$ cat config.mk
export PLATFORM = sky130hd
export DESIGN_NAME = stream_arbiter_flat
export DESIGN_NICKNAME = d
export VERILOG_FILES = /design/src/rtl/stream_arbiter_if.sv /design/src/rtl/stream_arbiter.sv /design/src/flat_wrapper.sv
export SDC_FILE = /design/constraint.sdc
export NUM_CORES = 1
export LEC_CHECK = 0
export BUFFER_PORTS_ARGS = -buffer_cell sky130_fd_sc_hd__buf_2
export CAP_MARGIN = 40
export CORE_MARGIN = 2
export CORE_UTILIZATION = 30
export CTS_CLUSTER_SIZE = 14
export DETAILED_ROUTE_END_ITERATION = 6
export PLACE_DENSITY = 0.55
export SLEW_MARGIN = 15
export SYNTH_ARGS = -nofsm -noshare
export SYNTH_HDL_FRONTEND = slang
export SYNTH_SLANG_ARGS = --single-unit
$ cat constraint.sdc
create_clock -name clk -period 1.6 [get_ports clk]
set_input_delay 0.32 -clock clk [delete_from_list [all_inputs] [get_ports clk]]
set_output_delay 0.32 -clock clk [all_outputs]
set_load 0.005 [all_outputs]
$ cat src/rtl/stream_arbiter_if.sv
// Per-source request streams plus the single arbitrated output stream toward the resizer.
// m_trunc_o exists only when STREAM_ARBITER_MAXLEN_EN is defined.
// master = arbiter side, slave = sources/resizer side.
interface stream_arbiter_if #(
    parameter int N_SRC        = 2,
    parameter int S_KEEP_WIDTH = 3,
    parameter int T_DATA_WIDTH = 1
);
    localparam int SRC_W = $clog2(N_SRC);

    logic [N_SRC-1:0]                           s_valid_i;
    logic [N_SRC-1:0]                           s_ready_o;
    logic [N_SRC-1:0]                           s_last_i;
    logic [N_SRC*S_KEEP_WIDTH-1:0]              s_keep_i;
    logic [N_SRC*S_KEEP_WIDTH*T_DATA_WIDTH-1:0] s_data_i;

    logic                                       m_valid_o;
    logic                                       m_ready_i;
    logic                                       m_last_o;
    logic [S_KEEP_WIDTH-1:0]                    m_keep_o;
    logic [S_KEEP_WIDTH*T_DATA_WIDTH-1:0]       m_data_o;
    logic [SRC_W-1:0]                           m_src_o;
`ifdef STREAM_ARBITER_MAXLEN_EN
    logic                                       m_trunc_o;

    modport master (
        input  s_valid_i, s_last_i, s_keep_i, s_data_i, m_ready_i,
        output s_ready_o, m_valid_o, m_last_o, m_keep_o, m_data_o, m_src_o, m_trunc_o
    );
    modport slave (
        output s_valid_i, s_last_i, s_keep_i, s_data_i, m_ready_i,
        input  s_ready_o, m_valid_o, m_last_o, m_keep_o, m_data_o, m_src_o, m_trunc_o
    );
`else
    modport master (
        input  s_valid_i, s_last_i, s_keep_i, s_data_i, m_ready_i,
        output s_ready_o, m_valid_o, m_last_o, m_keep_o, m_data_o, m_src_o
    );
    modport slave (
        output s_valid_i, s_last_i, s_keep_i, s_data_i, m_ready_i,
        input  s_ready_o, m_valid_o, m_last_o, m_keep_o, m_data_o, m_src_o
    );
`endif
endinterface

$ cat src/rtl/stream_arbiter.sv
// Packet-level round-robin arbiter in front of the resizer; STREAM_ARBITER_MAXLEN_EN adds length truncation.
// Latency: 1 clk from source acceptance to m_valid_o; one idle bubble per packet for arbitration.
// Backpressure: granted source sees ready only when the output register is empty or draining.
module stream_arbiter #(
    parameter int N_SRC        = 2,
    parameter int S_KEEP_WIDTH = 3,
    parameter int T_DATA_WIDTH = 1
`ifdef STREAM_ARBITER_MAXLEN_EN
    ,
    parameter int MAX_BEATS    = 16
`endif
) (
    input  logic             clk,
    input  logic             rst,
    stream_arbiter_if.master bus
);
    localparam int SRC_W = $clog2(N_SRC);
    localparam int DW    = S_KEEP_WIDTH * T_DATA_WIDTH;

    typedef enum logic {IDLE, BUSY} state_t;

    state_t                  state_q,   state_d;
    logic [SRC_W-1:0]        gnt_q,     gnt_d;
    logic [SRC_W-1:0]        rr_ptr_q,  rr_ptr_d;
    logic                    m_valid_q, m_valid_d;
    logic                    m_last_q,  m_last_d;
    logic [S_KEEP_WIDTH-1:0] m_keep_q,  m_keep_d;
    logic [DW-1:0]           m_data_q,  m_data_d;
    logic [SRC_W-1:0]        m_src_q,   m_src_d;

    logic                    pick_vld;
    logic [SRC_W-1:0]        pick_idx;
    logic                    out_free;
    logic                    accept;
    logic                    release_gnt;
    logic                    sel_last;
    logic                    trunc_hit;
    logic [N_SRC-1:0]        s_ready;
    logic [S_KEEP_WIDTH-1:0] keep_arr [N_SRC];
    logic [DW-1:0]           data_arr [N_SRC];

    function automatic logic [SRC_W-1:0] wrap_idx(input logic [SRC_W-1:0] base, input int off);
        return SRC_W'((int'(base) + off) % N_SRC);
    endfunction

    always_comb begin
        for (int i = 0; i < N_SRC; i++) begin
            keep_arr[i] = bus.s_keep_i[i*S_KEEP_WIDTH +: S_KEEP_WIDTH];
            data_arr[i] = bus.s_data_i[i*DW +: DW];
        end
    end

    // Scan from farthest to nearest so the source closest after rr_ptr wins.
    always_comb begin
        pick_vld = 1'b0;
        pick_idx = '0;
        for (int i = N_SRC; i >= 1; i--) begin
            if (bus.s_valid_i[wrap_idx(rr_ptr_q, i)]) begin
                pick_vld = 1'b1;
                pick_idx = wrap_idx(rr_ptr_q, i);
            end
        end
    end

    assign out_free = !m_valid_q || bus.m_ready_i;
    assign sel_last = bus.s_last_i[gnt_q];
    assign accept   = (state_q == BUSY) && bus.s_valid_i[gnt_q] && out_free;

    always_comb begin
        s_ready = '0;
        for (int i = 0; i < N_SRC; i++) begin
            s_ready[i] = (state_q == BUSY) && (gnt_q == SRC_W'(i)) && out_free;
        end
    end

`ifdef STREAM_ARBITER_MAXLEN_EN
    localparam int CNT_W = $clog2(MAX_BEATS + 1);

    logic [CNT_W-1:0] beat_cnt_q, beat_cnt_d;
    logic             m_trunc_q,  m_trunc_d;

    assign trunc_hit = accept && !sel_last && (beat_cnt_q == CNT_W'(MAX_BEATS - 1));

    always_comb begin
        beat_cnt_d = beat_cnt_q;
        m_trunc_d  = m_trunc_q;
        if (state_q == IDLE && pick_vld) begin
            beat_cnt_d = '0;
        end else if (accept) begin
            beat_cnt_d = beat_cnt_q + CNT_W'(1);
        end
        if (accept) begin
            m_trunc_d = trunc_hit;
        end else if (bus.m_ready_i) begin
            m_trunc_d = 1'b0;
        end
    end

    always_ff @(posedge clk) begin
        if (rst) begin
            beat_cnt_q <= '0;
            m_trunc_q  <= 1'b0;
        end else begin
            beat_cnt_q <= beat_cnt_d;
            m_trunc_q  <= m_trunc_d;
        end
    end

    assign bus.m_trunc_o = m_trunc_q;
`else
    assign trunc_hit = 1'b0;
`endif

    assign release_gnt = accept && (sel_last || trunc_hit);

    always_comb begin
        state_d   = state_q;
        gnt_d     = gnt_q;
        rr_ptr_d  = rr_ptr_q;
        m_valid_d = m_valid_q;
        m_last_d  = m_last_q;
        m_keep_d  = m_keep_q;
        m_data_d  = m_data_q;
        m_src_d   = m_src_q;

        case (state_q)
            IDLE: begin
                if (pick_vld) begin
                    gnt_d   = pick_idx;
                    state_d = BUSY;
                end
            end
            BUSY: begin
                if (release_gnt) begin
                    rr_ptr_d = gnt_q;
                    state_d  = IDLE;
                end
            end
            default: state_d = IDLE;
        endcase

        // A new beat overwrites a draining one so packets stream at one beat per cycle.
        if (accept) begin
            m_valid_d = 1'b1;
            m_last_d  = sel_last || trunc_hit;
            m_keep_d  = keep_arr[gnt_q];
            m_data_d  = data_arr[gnt_q];
            m_src_d   = gnt_q;
        end else if (bus.m_ready_i) begin
            m_valid_d = 1'b0;
        end
    end

    always_ff @(posedge clk) begin
        if (rst) begin
            state_q   <= IDLE;
            gnt_q     <= '0;
            rr_ptr_q  <= SRC_W'(N_SRC - 1);
            m_valid_q <= 1'b0;
            m_last_q  <= 1'b0;
            m_keep_q  <= '0;
            m_data_q  <= '0;
            m_src_q   <= '0;
        end else begin
            state_q   <= state_d;
            gnt_q     <= gnt_d;
            rr_ptr_q  <= rr_ptr_d;
            m_valid_q <= m_valid_d;
            m_last_q  <= m_last_d;
            m_keep_q  <= m_keep_d;
            m_data_q  <= m_data_d;
            m_src_q   <= m_src_d;
        end
    end

    assign bus.s_ready_o = s_ready;
    assign bus.m_valid_o = m_valid_q;
    assign bus.m_last_o  = m_last_q;
    assign bus.m_keep_o  = m_keep_q;
    assign bus.m_data_o  = m_data_q;
    assign bus.m_src_o   = m_src_q;
endmodule
$ cat src/flat_wrapper.sv
// flat-port wrapper written by rule: the top's interface ports become plain ports
module stream_arbiter_flat 
#(
    parameter int N_SRC        = 2,
    parameter int S_KEEP_WIDTH = 3,
    parameter int T_DATA_WIDTH = 1

)
  (clk, rst, bus_s_valid_i, bus_s_last_i, bus_s_keep_i, bus_s_data_i, bus_m_ready_i, bus_s_ready_o, bus_m_valid_o, bus_m_last_o, bus_m_keep_o, bus_m_data_o, bus_m_src_o);
  stream_arbiter_if #(.N_SRC(N_SRC), .S_KEEP_WIDTH(S_KEEP_WIDTH), .T_DATA_WIDTH(T_DATA_WIDTH)) bus_i ();
  input  logic clk;
  input  logic rst;
  input wire logic [$bits(bus_i.s_valid_i)-1:0] bus_s_valid_i;
  input wire logic [$bits(bus_i.s_last_i)-1:0] bus_s_last_i;
  input wire logic [$bits(bus_i.s_keep_i)-1:0] bus_s_keep_i;
  input wire logic [$bits(bus_i.s_data_i)-1:0] bus_s_data_i;
  input wire logic [$bits(bus_i.m_ready_i)-1:0] bus_m_ready_i;
  output wire logic [$bits(bus_i.s_ready_o)-1:0] bus_s_ready_o;
  output wire logic [$bits(bus_i.m_valid_o)-1:0] bus_m_valid_o;
  output wire logic [$bits(bus_i.m_last_o)-1:0] bus_m_last_o;
  output wire logic [$bits(bus_i.m_keep_o)-1:0] bus_m_keep_o;
  output wire logic [$bits(bus_i.m_data_o)-1:0] bus_m_data_o;
  output wire logic [$bits(bus_i.m_src_o)-1:0] bus_m_src_o;
  assign bus_i.s_valid_i = bus_s_valid_i;
  assign bus_i.s_last_i = bus_s_last_i;
  assign bus_i.s_keep_i = bus_s_keep_i;
  assign bus_i.s_data_i = bus_s_data_i;
  assign bus_i.m_ready_i = bus_m_ready_i;
  assign bus_s_ready_o = bus_i.s_ready_o;
  assign bus_m_valid_o = bus_i.m_valid_o;
  assign bus_m_last_o = bus_i.m_last_o;
  assign bus_m_keep_o = bus_i.m_keep_o;
  assign bus_m_data_o = bus_i.m_data_o;
  assign bus_m_src_o = bus_i.m_src_o;
  stream_arbiter #(.N_SRC(N_SRC), .S_KEEP_WIDTH(S_KEEP_WIDTH), .T_DATA_WIDTH(T_DATA_WIDTH)) u_core (.clk(clk), .rst(rst), .bus(bus_i));
endmodule
==> results.md <==
- Status: finished, final reports clean
- Initial antenna violation count: 0
- Initial Util: 0.328
- P_int: just under 0.0005 W
- Site row count: 15
- Hold Slack: between 0.3 and 0.4 ns
- Crit path largest cell delay: roughly 0.41 ns
- Crit start category: register
- Synth cell count leaders: 12 x dfxtp_1, 7 x a211oi_1, 7 x mux2i_1, 6 x a31oi_1, 4 x a21oi_1
- WL final: between 1 and 1.5 mm
- CORE AREA: between 1500 and 2000 µm²
- Post-synth top area cell: dfxtp_1
- NetSw: about 0.00018 W
- Hold path endpoint: u_core.gnt_q
- Syn_area_per_cell: approximately 10 µm²
- PwrDens: 831 nW/µm²
- Clk Latency, worst-skew pair: around 0.26 ns
- Clock skew: between 0.0015 and 0.002 ns
- Setup tns final: 0 ns
- Total track usage: 0.142
- YS warnings: 0
- Synth Register Bits: 12
- Vias in the first global route: ~540
- Die Width: about 48 µm
- Yosys top cell area share: 0.411
- Mapped cell area: 584 µm²
- Total die area: about 2300 µm²
- Routed Antenna Nets: 0
- CP max FO: 8
- Layout cells sized above 1: 0.435
- Drt drc: 0
- H-tree depth: 1
- Sequential area share after synthesis: 0.411
- CP top delay family: flip-flops
- MaxCap Viol Count: 0
- Die Y: ~48 µm
- Worst VDD drop: between 0.3 and 0.4 mV
- HP Start: bus_s_valid_i[1]
- Leakage: approximately 0.36 nW
- Maximum clock rate: 0.689 GHz
- Post-route cell area: about 800 µm²
- Placed cell areas: just under 800 µm²
- Post-synth EDFFs: 0
- Post-synth cell types: 23
- R2r setup slk: 0.22 ns
- Critical-path top delay cell: dfxtp_2
- CTS Hold Buffers Added: 0
- Port Buf Inserts: 29
- DR iter-0 viols: 8
- Clock network power share: 0.265
- Hold path cells: 3
- Post-synthesis async set-or-reset flop share: 0
- Sw Share: 0.271
- Combinational power share: 0.229
- Top-count cell post-synth: dfxtp_1
- I/O Pins: 30
- Critical path class: register to output port
- GPL Wtd Cong: roughly 0.75
- Vias per cell: about 5.1
- Clock sink total: 12
- Largest net degree at the start of global routing: 14
- Clk buf depth: 2
- Buf+Inv Stages, Crit Path: 2
- Reg2reg start: u_core.gnt_q
- Count of filler cells inserted in the layout: between 150 and 200
- Gate Count Post-Synth: 60
- Main synth FF type: dfxtp_1
- Setup Buffers After CTS: 0
- Fin util: 0.447
- Synthesized net count: ~80
- HP Class: input port to register
- Sequential Power Share: 0.506
- CTS tree: built
- Reg clk slew, reported paths: ~0.070 ns
- First-pass GRT wire length: 2.32 mm
- Period minus WS final: around 1.5 ns
- Reg-to-reg endpoint: u_core.rr_ptr_q
- Via count: between 500 and 600
- Routed wire length per instance: 12.2 µm
- Final hold viol count: 0
- Worst EP required: around 1.3 ns
- RSZ-0062 raised after global routing: false
- Measured slew at the worst slew-check pin: approximately 0.4 ns
- GR Overflow Total: 0
- Period utilization: 0.907
- Num CTS Buffers: 3
- Antenna Diode Count: 0
- Root Buffer: clkbuf_4
- Arr. time, crit path: roughly 1.1 ns
- Crit. End Element: output port
- Max transition margin: 0.728
- Worst-path cell chain: buf_4, and3_1, buf_2
- Synth area leaders: dfxtp_1 41%, mux2i_1 12%, a211oi_1 9.0%, a31oi_1 6.4%, a21oi_1 3.4%
- Synthesis-to-layout area growth: 36.4%
- Final setup fails: 0
- Detailed Routing Iterations Pass 1: 4
- R2R cell count: 3
- NumNets Final: 113
- Final Max Tran Viols: 0
kinds of logic after synthesis:
logic type,share of synthesized area
buffers and inverters,0.0428
AO/OA/AOI/OAI,0.240
AND/OR/NAND/NOR,0.141
multiplexers,0.165
flip-flops,0.411
area by class of cell:
type / count / area (µm²) / share of cell area
clock buffer: 3 / 22.5 / 0.0283
sequential: 12 / 241 / 0.303
tap: 25 / 31.3 / 0.0392
inverter: 2 / 7.51 / 0.00942
timing repair buffer: 33 / 175 / 0.220
multi-input combinational: 42 / 319 / 0.400
metal layers:
metal  up-vias  track usage  share of wire
met5         -            0              0
met3         0       0.0333          0.078
li1        299            -              -
met2        24        0.211           0.45
met1       269        0.202           0.47
met4         0       0.0486              0
power groups by stage:
stage	Sequential [W]	Clock [W]	Combinational [W]
3_3_place_gp	0.000342	0	0.000152
5_1_grt	0.000338	0.000195	0.000170
3_5_place_dp	0.000341	0	0.000153
2_1_floorplan	0.000343	0	0.0000850
4_1_cts	0.000335	0.000185	0.000154
6_report	0.000335	0.000175	0.000152
cell usage in the layout (no fill, tap or decap), types with 2 or more instances in the layout:
cell and n:
o31ai_1 2, dfxtp_1 11, a31oi_1 6, and3_1 2, mux2i_1 7, inv_1 2
a21oi_1 4, clkbuf_4 3, a211oi_1 7, nor3_1 2, buf_4 4, buf_2 29
tightest hold or removal path: cells and delay by family:
kind	cells	cell delay [ns]
buffers and inverters	1	0.13
AND/OR/NAND/NOR	1	0.07
AO/OA/AOI/OAI	1	0.05
per-stage QoR:
step                      cells  total power (W)  setup slack, ns
after floorplan              60         0.000428            0.319
after global placement      114         0.000494            0.199
after detailed placement    114         0.000494            0.148
after CTS                   117         0.000674           0.0327
after global routing        117         0.000703           0.0533
final                       117         0.000662            0.150
registers in the layout (all words and copies together) (netlist names):
signal	count
u_core.bus.m_data_o	3
u_core.bus.m_valid_o	1
u_core.gnt_q	1
u_core.bus.m_last_o	1
u_core.bus.m_src_o	1
u_core.rr_ptr_q	1
u_core.state_q	1
u_core.bus.m_keep_o	3
worst max-delay path by stage:
stage,startpoint,to,slack [ns],depth (start not counted)
2_1_floorplan,u_core.gnt_q,u_core.rr_ptr_q,0.32,3
3_3_place_gp,u_core.gnt_q,u_core.rr_ptr_q,0.20,3
3_5_place_dp,u_core.gnt_q,u_core.rr_ptr_q,0.15,3
4_1_cts,u_core.gnt_q,bus_s_ready_o[1],0.03,3
5_1_grt,u_core.gnt_q,bus_s_ready_o[1],0.05,3
6_report,u_core.gnt_q,bus_s_ready_o[1],0.15,3
repair_timing:
item,in CTS,in global routing
resized for setup,0,1
endpoints found under the setup margin,0,1
endpoints found under the hold margin,0,0
Power figures use the tool's default switching activity.
